$ cat config.mk
export PLATFORM = sky130hd
export DESIGN_NAME = operand_entry
export DESIGN_NICKNAME = d
export VERILOG_FILES = /design/src/rtl/alu_io_pkg.sv /design/src/rtl/operand_entry_btn_pulse.sv /design/src/rtl/operand_entry.sv
export SDC_FILE = /design/constraint.sdc
export NUM_CORES = 1
export LEC_CHECK = 0
export ABC_AREA = 1
export CAP_MARGIN = 20
export CORE_UTILIZATION = 35
export DETAILED_ROUTE_END_ITERATION = 10
export GPL_ROUTABILITY_DRIVEN = 0
export PLACE_DENSITY_LB_ADDON = 0.1
export SLEW_MARGIN = 0
export SYNTH_ARGS = -nofsm -noshare
export SYNTH_HDL_FRONTEND = slang
export SYNTH_SLANG_ARGS = --single-unit
$ cat constraint.sdc
create_clock -name clk -period 1.65 [get_ports clk]
set_input_delay 0.33 -clock clk [delete_from_list [all_inputs] [get_ports clk]]
set_output_delay 0.33 -clock clk [all_outputs]
set_load 0.005 [all_outputs]
$ cat src/rtl/alu_io_pkg.sv
// Shared ALU front-panel definitions: entry-state encodings, byte-lane selects
// and a lane write helper, shared with the LED display mux.
package alu_io_pkg;

    localparam int OP_W = 3;

    typedef enum logic [1:0] {
        S_A    = 2'b00,
        S_B    = 2'b01,
        S_OP   = 2'b10,
        S_DONE = 2'b11
    } entry_state_t;

    localparam logic [2:0] LANE0 = 3'b000;
    localparam logic [2:0] LANE1 = 3'b001;
    localparam logic [2:0] LANE2 = 3'b010;
    localparam logic [2:0] LANE3 = 3'b011;

    // Replace one byte lane of a word; any select outside LANE0..LANE3 leaves it intact.
    function automatic logic [31:0] put_byte(logic [31:0] w, logic [2:0] sel, logic [7:0] b);
        logic [31:0] r;
        r = w;
        case (sel)
            LANE0:   r[7:0]   = b;
            LANE1:   r[15:8]  = b;
            LANE2:   r[23:16] = b;
            LANE3:   r[31:24] = b;
            default: r = w;
        endcase
        return r;
    endfunction

endpackage

$ cat src/rtl/operand_entry_btn_pulse.sv
// Pushbutton conditioner: 2-flop synchronizer, optional debounce
// (OPERAND_ENTRY_DEBOUNCE_EN) and rising-edge detect giving a 1-cycle pulse.
module btn_pulse #(
    parameter int DB_CYCLES = 1000000
) (
    input  logic clk,
    input  logic rst,
    input  logic raw,
    output logic pulse
);

    logic       s1, s2, lvl, lvl_q, armed;
    logic [1:0] prime;

    if (DB_CYCLES < 2) begin : g_db_check
        $error("btn_pulse: DB_CYCLES must be >= 2");
    end

    // armed stays low until a released level is seen once the synchronizer has
    // refilled, so a button held through reset cannot fire.
    always_ff @(posedge clk) begin
        if (rst) begin
            s1    <= 1'b0;
            s2    <= 1'b0;
            lvl_q <= 1'b0;
            prime <= 2'b00;
            armed <= 1'b0;
        end else begin
            s1    <= raw;
            s2    <= s1;
            lvl_q <= lvl;
            prime <= {prime[0], 1'b1};
            if (prime[1] && !s2)
                armed <= 1'b1;
        end
    end

`ifdef OPERAND_ENTRY_DEBOUNCE_EN
    localparam int CW = $clog2(DB_CYCLES);

    logic [CW-1:0] cnt;
    logic          db;

    always_ff @(posedge clk) begin
        if (rst) begin
            cnt <= '0;
            db  <= 1'b0;
        end else if (s2 == db) begin
            cnt <= '0;
        end else if (cnt == CW'(DB_CYCLES - 1)) begin
            db  <= s2;
            cnt <= '0;
        end else begin
            cnt <= cnt + 1'b1;
        end
    end

    assign lvl = db;
`else
    assign lvl = s2;
`endif

    assign pulse = armed & lvl & ~lvl_q;

endmodule

$ cat src/rtl/operand_entry.sv
// Front-panel operand entry: builds A and B byte-wise from switches, captures the
// ALU opcode, sequences A->B->OP->DONE. Debounce enabled by OPERAND_ENTRY_DEBOUNCE_EN.
module operand_entry
    import alu_io_pkg::*;
#(
    parameter int DB_CYCLES = 1000000,
    parameter int OP_W      = alu_io_pkg::OP_W
) (
    input  logic            clk,
    input  logic            rst,
    input  logic [7:0]      SW,
    input  logic [2:0]      BYTE_SEL,
    input  logic            BTN_LOAD,
    input  logic            BTN_NEXT,
    output logic [31:0]     A,
    output logic [31:0]     B,
    output logic [OP_W-1:0] ALU_OP,
    output logic [1:0]      entry_state,
    output logic            operands_valid
);

    logic         load_p, next_p;
    entry_state_t state, state_nx;

    btn_pulse #(.DB_CYCLES(DB_CYCLES)) u_load (
        .clk(clk), .rst(rst), .raw(BTN_LOAD), .pulse(load_p)
    );

    btn_pulse #(.DB_CYCLES(DB_CYCLES)) u_next (
        .clk(clk), .rst(rst), .raw(BTN_NEXT), .pulse(next_p)
    );

    always_ff @(posedge clk) begin
        if (rst) state <= S_A;
        else     state <= state_nx;
    end

    always_comb begin
        state_nx = state;
        if (next_p) begin
            case (state)
                S_A:     state_nx = S_B;
                S_B:     state_nx = S_OP;
                S_OP:    state_nx = S_DONE;
                default: state_nx = S_A;
            endcase
        end
    end

    // Loads target the pre-advance state, so a simultaneous next still writes here.
    always_ff @(posedge clk) begin
        if (rst) begin
            A              <= '0;
            B              <= '0;
            ALU_OP         <= '0;
            operands_valid <= 1'b0;
        end else begin
            if (load_p) begin
                case (state)
                    S_A:     A      <= put_byte(A, BYTE_SEL, SW);
                    S_B:     B      <= put_byte(B, BYTE_SEL, SW);
                    S_OP:    ALU_OP <= SW[OP_W-1:0];
                    default: ;
                endcase
            end
            operands_valid <= (state_nx == S_DONE);
        end
    end

    assign entry_state = state;

endmodule

# Word level (Yosys, flattened, before mapping)
# Cells that the tools add are included.
# totals
ff_bits	82
input_bits	15
output_inout_bits	70
word_cells	54
# classes
eq_ne	6
muxes	4
n_bitwise	6
reduce_logical	15
# ops
op	n
$reduce_and A3 Y1	8
$eq A3 B2 Y1 const B	2
$pmux W2 S3	1
$and A1 B1 Y1	4
$eq A2 B2 Y1 const B	2
$eq A3 B1 Y1 const B	1
$logic_not A3 Y1	1
$eq A2 B1 Y1 const B	1
$logic_and A1 B1 Y1	2
$logic_not A1 Y1	2
$logic_not A2 Y1	1
$mux W1	2
$mux W2	1
$not A1 Y1	2
$reduce_and A2 Y1	1

# Longest topological paths before layout
# logic_depth
ltp_word	4
depth_mapped	8
mapped_depth_nobuf	7

# Cells and area by module
# Synthesis repeated with hierarchy kept, for this count alone.
# hier_totals
cells_unflattened	496
hier_area_um2	3363.2
# by_module_without_submodules
mod	instances	cells_each	area_per_inst_um2	seq_area_each_um2
operand_entry	1	458	2997.9	1401.3
btn_pulse	2	19	182.7	120.1

# Worst setup path before layout
# Ideal clock, no wire load.
# synth_path
kind	reg-to-reg
from	reg state[0] (netlist: entry_state[0])
to	reg A[0]
setup_time_ps	113
arrival_time_ps	1185
required_time_ps	1537
setup_slack_ps	352
path_stages_with_launch	9
n_path_buf	1
synth_period_minus_slack_ps	1298
path_cell_list	dfxtp_1 -> inv_1 -> ha_1 -> inv_1 -> nor2_2 -> buf_2 -> nand3_1 -> nand2_1 -> nor2_1
# synth_via
elab_chain_cells	2
# synth_rtl
element	line_no	source
from (decl)	operand_entry.sv:23	entry_state_t state, state_nx;
from (signal assigned)	operand_entry.sv:35	else state <= state_nx;
$logic_not A2 Y1	operand_entry.sv:59	case (state)
$reduce_and A3 Y1 (no source line)	-	
to (signal assigned)	operand_entry.sv:60	S_A: A <= put_byte(A, BYTE_SEL, SW);
to (decl)	operand_entry.sv:15	output logic [31:0] A,
# Every way passes these cells.
# A chain may end at the register's enable or synchronous reset.

# Worst setup path after layout
# layout_path
from	reg state[0] (netlist: entry_state[0])
to	out entry_state[0]
# layout_lines
element	line_no	source
to (decl)	operand_entry.sv:18	output logic [1:0] entry_state,
# No word-level cell between the ends.

==> results.md <==
- The flow ran to the end, but the final reports show violations.
- The final reports fail on DRC.
- The worst hold slack is 0.4145 ns.
- The die span in y is 97.85 µm.
- The setup skew after layout is 0.01127 ns.
- The number of buffers added to fix hold violations after cts is 0.
- The number of standard cells after synthesis is 436.
- The DRC violations left is 8.
- In the finished design, the share of the clock period the worst path needs comes to 0.9600.
- The most critical setup path has its startpoint at entry_state[0].
- The number of hold violations in the final report is 0.
- The number of clock buffers added by TritonCTS is 9.
- The worst hold path belongs to the class flop to flop.
- The sum of routed wire length over all layers is 8.609 mm.
- The critical path depth in cells is 1.
- Of the total power, the share spent switching nets is 0.2152.
- Traced cell by cell, the critical path runs through clkdlybuf4s50_1.
- The share of total power dissipated in sequential elements is 0.490.
- The worst register-to-register path begins at entry_state[0].
- The worst register-to-register path has a depth of 8.
- The starting DRC count in detailed routing is 119.
- The worst setup path is captured at an output pin.
- Data on the critical path arrives at its endpoint at 1.25 ns.
- The internal power of the cells totals 3.126 mW.
- Counting flops and latches in the post-synthesis netlist gives 80.
- After the last flow step, the layout net total stands at 543.
- For this design, the sink count on the clock tree is 80.
- The tree is rooted in a sky130_fd_sc_hd__clkbuf_8.
- The leading cell type by number of instances after synthesis is sky130_fd_sc_hd__nor2_1.
- After layout, the worst setup slack is 0.06600 ns.
- The number of warnings printed during yosys synthesis is 0.
- The placeable core area is 8806 µm².
- The maximum number of pins on one net before global-route repair is 67.
- The proportion of layout cells with a drive suffix above 1 is 0.1000.
- In this design, the stage delay of the slowest critical-path cell is 0.53 ns.
- The initial standard-cell utilization of the core is 0.3652.
- Synthesis produced a netlist with a net count of 454.
- The diode insertion count for antenna repair is 0.
- Total power for the finished layout comes to 3.984 mW.
- The die covers 9575 µm².
- The max-slew violation total from the final report is 0.
- Of the total power, the clock network draws 0.447.
- The first-pass GRT wire length is 14.01 mm.
- For this run, the register share of the synthesized area comes to 0.4981.
- Subtracting the final worst setup slack from the clock period gives 1.584 ns.
- The number of global-route vias before repair is 2837.
- Across the run, the number of max-cap violations was 0.
- Summing every instance area after synthesis gives 3216 µm².
- The worst pin sits at a relative slew slack of 0.7146.
- The insertion delay of the later-clocked pin in the worst-skew pair is 0.34 ns.
- The detail route stage leaves a number of antenna-violating nets equal to 0.
- The end point of the critical path is entry_state[0].
- The wire length per cell is 13.49 µm.
- The count of cell types in the netlist is 19.
- Setup repair after global routing left no endpoint under its margin.
- The part of the power in combinational logic is 0.063.
- From left edge to right edge, the die measures 97.85 µm.
- The worst slack at placement is -0.03890 ns.
- After global routing the overflow that remains totals 0.
- The clock passes through at most 2 buffers.
- Before antenna repair, the detailed router went through 8 iterations.
- The library cell with the largest summed area after synthesis is sky130_fd_sc_hd__dfxtp_1.
- The reg-to-reg endpoint is A[30].
- By area the synthesized netlist is led by sky130_fd_sc_hd__dfxtp_1 50%, sky130_fd_sc_hd__nor2_1 16%, sky130_fd_sc_hd__nand3_1 11%.
- The H-tree generated during clock tree synthesis spans 3 levels.
- Detailed placement ended at an HPWL of 5.794 mm.
- The number of cells upsized or downsized after cts is 0.
- The relative area change from synthesis to final layout is 40.58%.
- The switching component of the power is 857.3 µW.
- The commonest register cell after synthesis is sky130_fd_sc_hd__dfxtp_1.
- For the worst setup path, the data required time is 1.32 ns.
- The maximum achievable frequency is 631.3 MHz.
- The largest driver fanout on the critical path is 4.
- The TritonCTS clock tree is done.
- Summed over all cells, the static leakage comes to 1.779 nW.
- At the end of the flow the core is filled with cells to 0.5134.
- Dividing the detail-routed via count by the number of cells gives 4.619.
- The internal reg-to-reg setup slack is 0.22 ns.
- The fraction of registers with async set or reset after synthesis is 0.
- The top cell family by delay on the critical path is buffers and inverters.
- The power per unit of standard cell area is 881.2 nW/µm².
- Summed over all failing endpoints, the final setup total negative slack is 0 ns.
- Clock-pin slew was measured on the worst setup and hold paths at 0.08 ns.
- The total vias in the final route is 2947.
- The number of top-level design ports is 85.
- The worst setup path is launched from a flop.
- The site row count is 34.
- Sorting the synthesized cells by how often they occur yields 141 x sky130_fd_sc_hd__nor2_1, 80 x sky130_fd_sc_hd__dfxtp_1, 73 x sky130_fd_sc_hd__nand2_1, 68 x sky130_fd_sc_hd__nand3_1, 21 x sky130_fd_sc_hd__inv_1.
- The average size of a mapped cell is 7.375 µm².
- Buffers added to address setup during post-CTS repair amount to 0.
- The number of buffer and inverter instances along the worst setup path is 1.
- The initial antenna violation count is 0.
- The fraction of synthesized cell area taken by the top area cell type is 0.4981.
- The number of port buffers is 84.
- Setup violations remaining at the end of the flow were counted as 0.
- The largest individual stage delay along the critical path comes from the cell sky130_fd_sc_hd__clkdlybuf4s50_1.
- The global-route total usage across every layer is 0.1873.
- The actual slew at the worst max-slew pin is 0.4276 ns.
- The worst vdd rail ir drop is 0.5317 mV.
- The classification of the worst setup path is flop to output pin.
- The synthesized design contains 0 enable-type register cells.
-- metrics by stage --
| step | std cells | cell area [µm²] |
|---|---|---|
| 4_1_cts | 638 | 4521 |
| 6_report | 638 | 4521 |
| 5_1_grt | 638 | 4521 |
| 3_3_place_gp | 622 | 4267 |
| 3_5_place_dp | 622 | 4267 |
| 2_1_floorplan | 436 | 3216 |
-- flip-flops by register name (all words and copies together), names as in the netlist --
| register | flops |
|---|---|
| u_next.lvl_q | 1 |
| operands_valid | 1 |
| u_load.s1 | 1 |
| entry_state | 2 |
| u_next.armed | 1 |
| A | 32 |
| u_load.armed | 1 |
| ALU_OP | 3 |
| u_load.lvl_q | 1 |
| u_next.prime | 1 |
| u_next.s1 | 1 |
| u_next.lvl | 1 |
| B | 32 |
| u_load.lvl | 1 |
| u_load.prime | 1 |
-- power by group through the flow --
stage	clock, mW	combinational (mW)	sequential [mW]
after detailed placement	0	0.251	2.00
after global placement	0	0.249	2.00
after global routing	1.92	0.274	1.95
final	1.78	0.250	1.95
after CTS	1.83	0.253	1.95
after floorplan	0	0.136	2.00
-- worst min path at each step --
stage | start | to | slack, ns | cells past startpoint
after detailed placement | u_next.prime[0] | u_load.prime[1] | 0.40 | 2
after floorplan | u_load.s1 | u_load.lvl | 0.39 | 2
after global placement | u_next.prime[0] | u_load.prime[1] | 0.39 | 2
final | u_next.s1 | u_next.lvl | 0.41 | 2
after global routing | u_next.prime[0] | u_load.prime[1] | 0.44 | 2
after CTS | u_next.prime[0] | u_load.prime[1] | 0.42 | 2
-- cell families (layout without fill, tap and decap cells) --
group	after synthesis	count (layout)	share of synthesized area
simple gates	299	299	0.4175
fa+ha+maj	3	3	0.01167
buf+inv	47	141	0.06187
compound gates	7	7	0.01089
flops	80	80	0.4981
-- routing by layer --
metal,share of wire,GRT usage,vias up
met4,0.0099,0.06993,0
met2,0.49,0.3191,74
met5,0,0,-
li1,-,-,1531
met3,0.060,0.04295,8
met1,0.44,0.2298,1334
-- layout make-up --
class,instances,area (µm²)
fill,887,4285
sequential,80,1602
tap,108,135.1
clock inverter,5,102.6
multi-input combinational,309,1415
clock buffer,11,151.4
inverter,29,108.9
timing repair buffer,96,1006
-- cell usage in the layout, fill, tap and decap left out --
cell type / n
sky130_fd_sc_hd__nand2_4: 2
sky130_fd_sc_hd__nand3_2: 1
sky130_fd_sc_hd__clkinv_2: 1
sky130_fd_sc_hd__nor2_1: 141
sky130_fd_sc_hd__clkbuf_8: 11
sky130_fd_sc_hd__buf_12: 6
sky130_fd_sc_hd__buf_4: 6
sky130_fd_sc_hd__nor2_4: 9
sky130_fd_sc_hd__bufinv_16: 3
sky130_fd_sc_hd__nand3_4: 3
sky130_fd_sc_hd__nand2_1: 73
sky130_fd_sc_hd__inv_1: 20
sky130_fd_sc_hd__clkinv_1: 1
sky130_fd_sc_hd__ha_1: 3
sky130_fd_sc_hd__a21oi_1: 5
sky130_fd_sc_hd__clkinvlp_4: 1
sky130_fd_sc_hd__dfxtp_1: 80
sky130_fd_sc_hd__o21ai_0: 2
sky130_fd_sc_hd__nand3_1: 68
sky130_fd_sc_hd__nor2_2: 2
sky130_fd_sc_hd__inv_2: 8
sky130_fd_sc_hd__clkdlybuf4s50_1: 84
-- tightest hold or removal path, cell delays in order, from the launching register on --
cell and delay (ns):
sky130_fd_sc_hd__dfxtp_1 0.31, sky130_fd_sc_hd__inv_1 0.04, sky130_fd_sc_hd__nor2_1 0.03
Power figures use the tool's default switching activity.
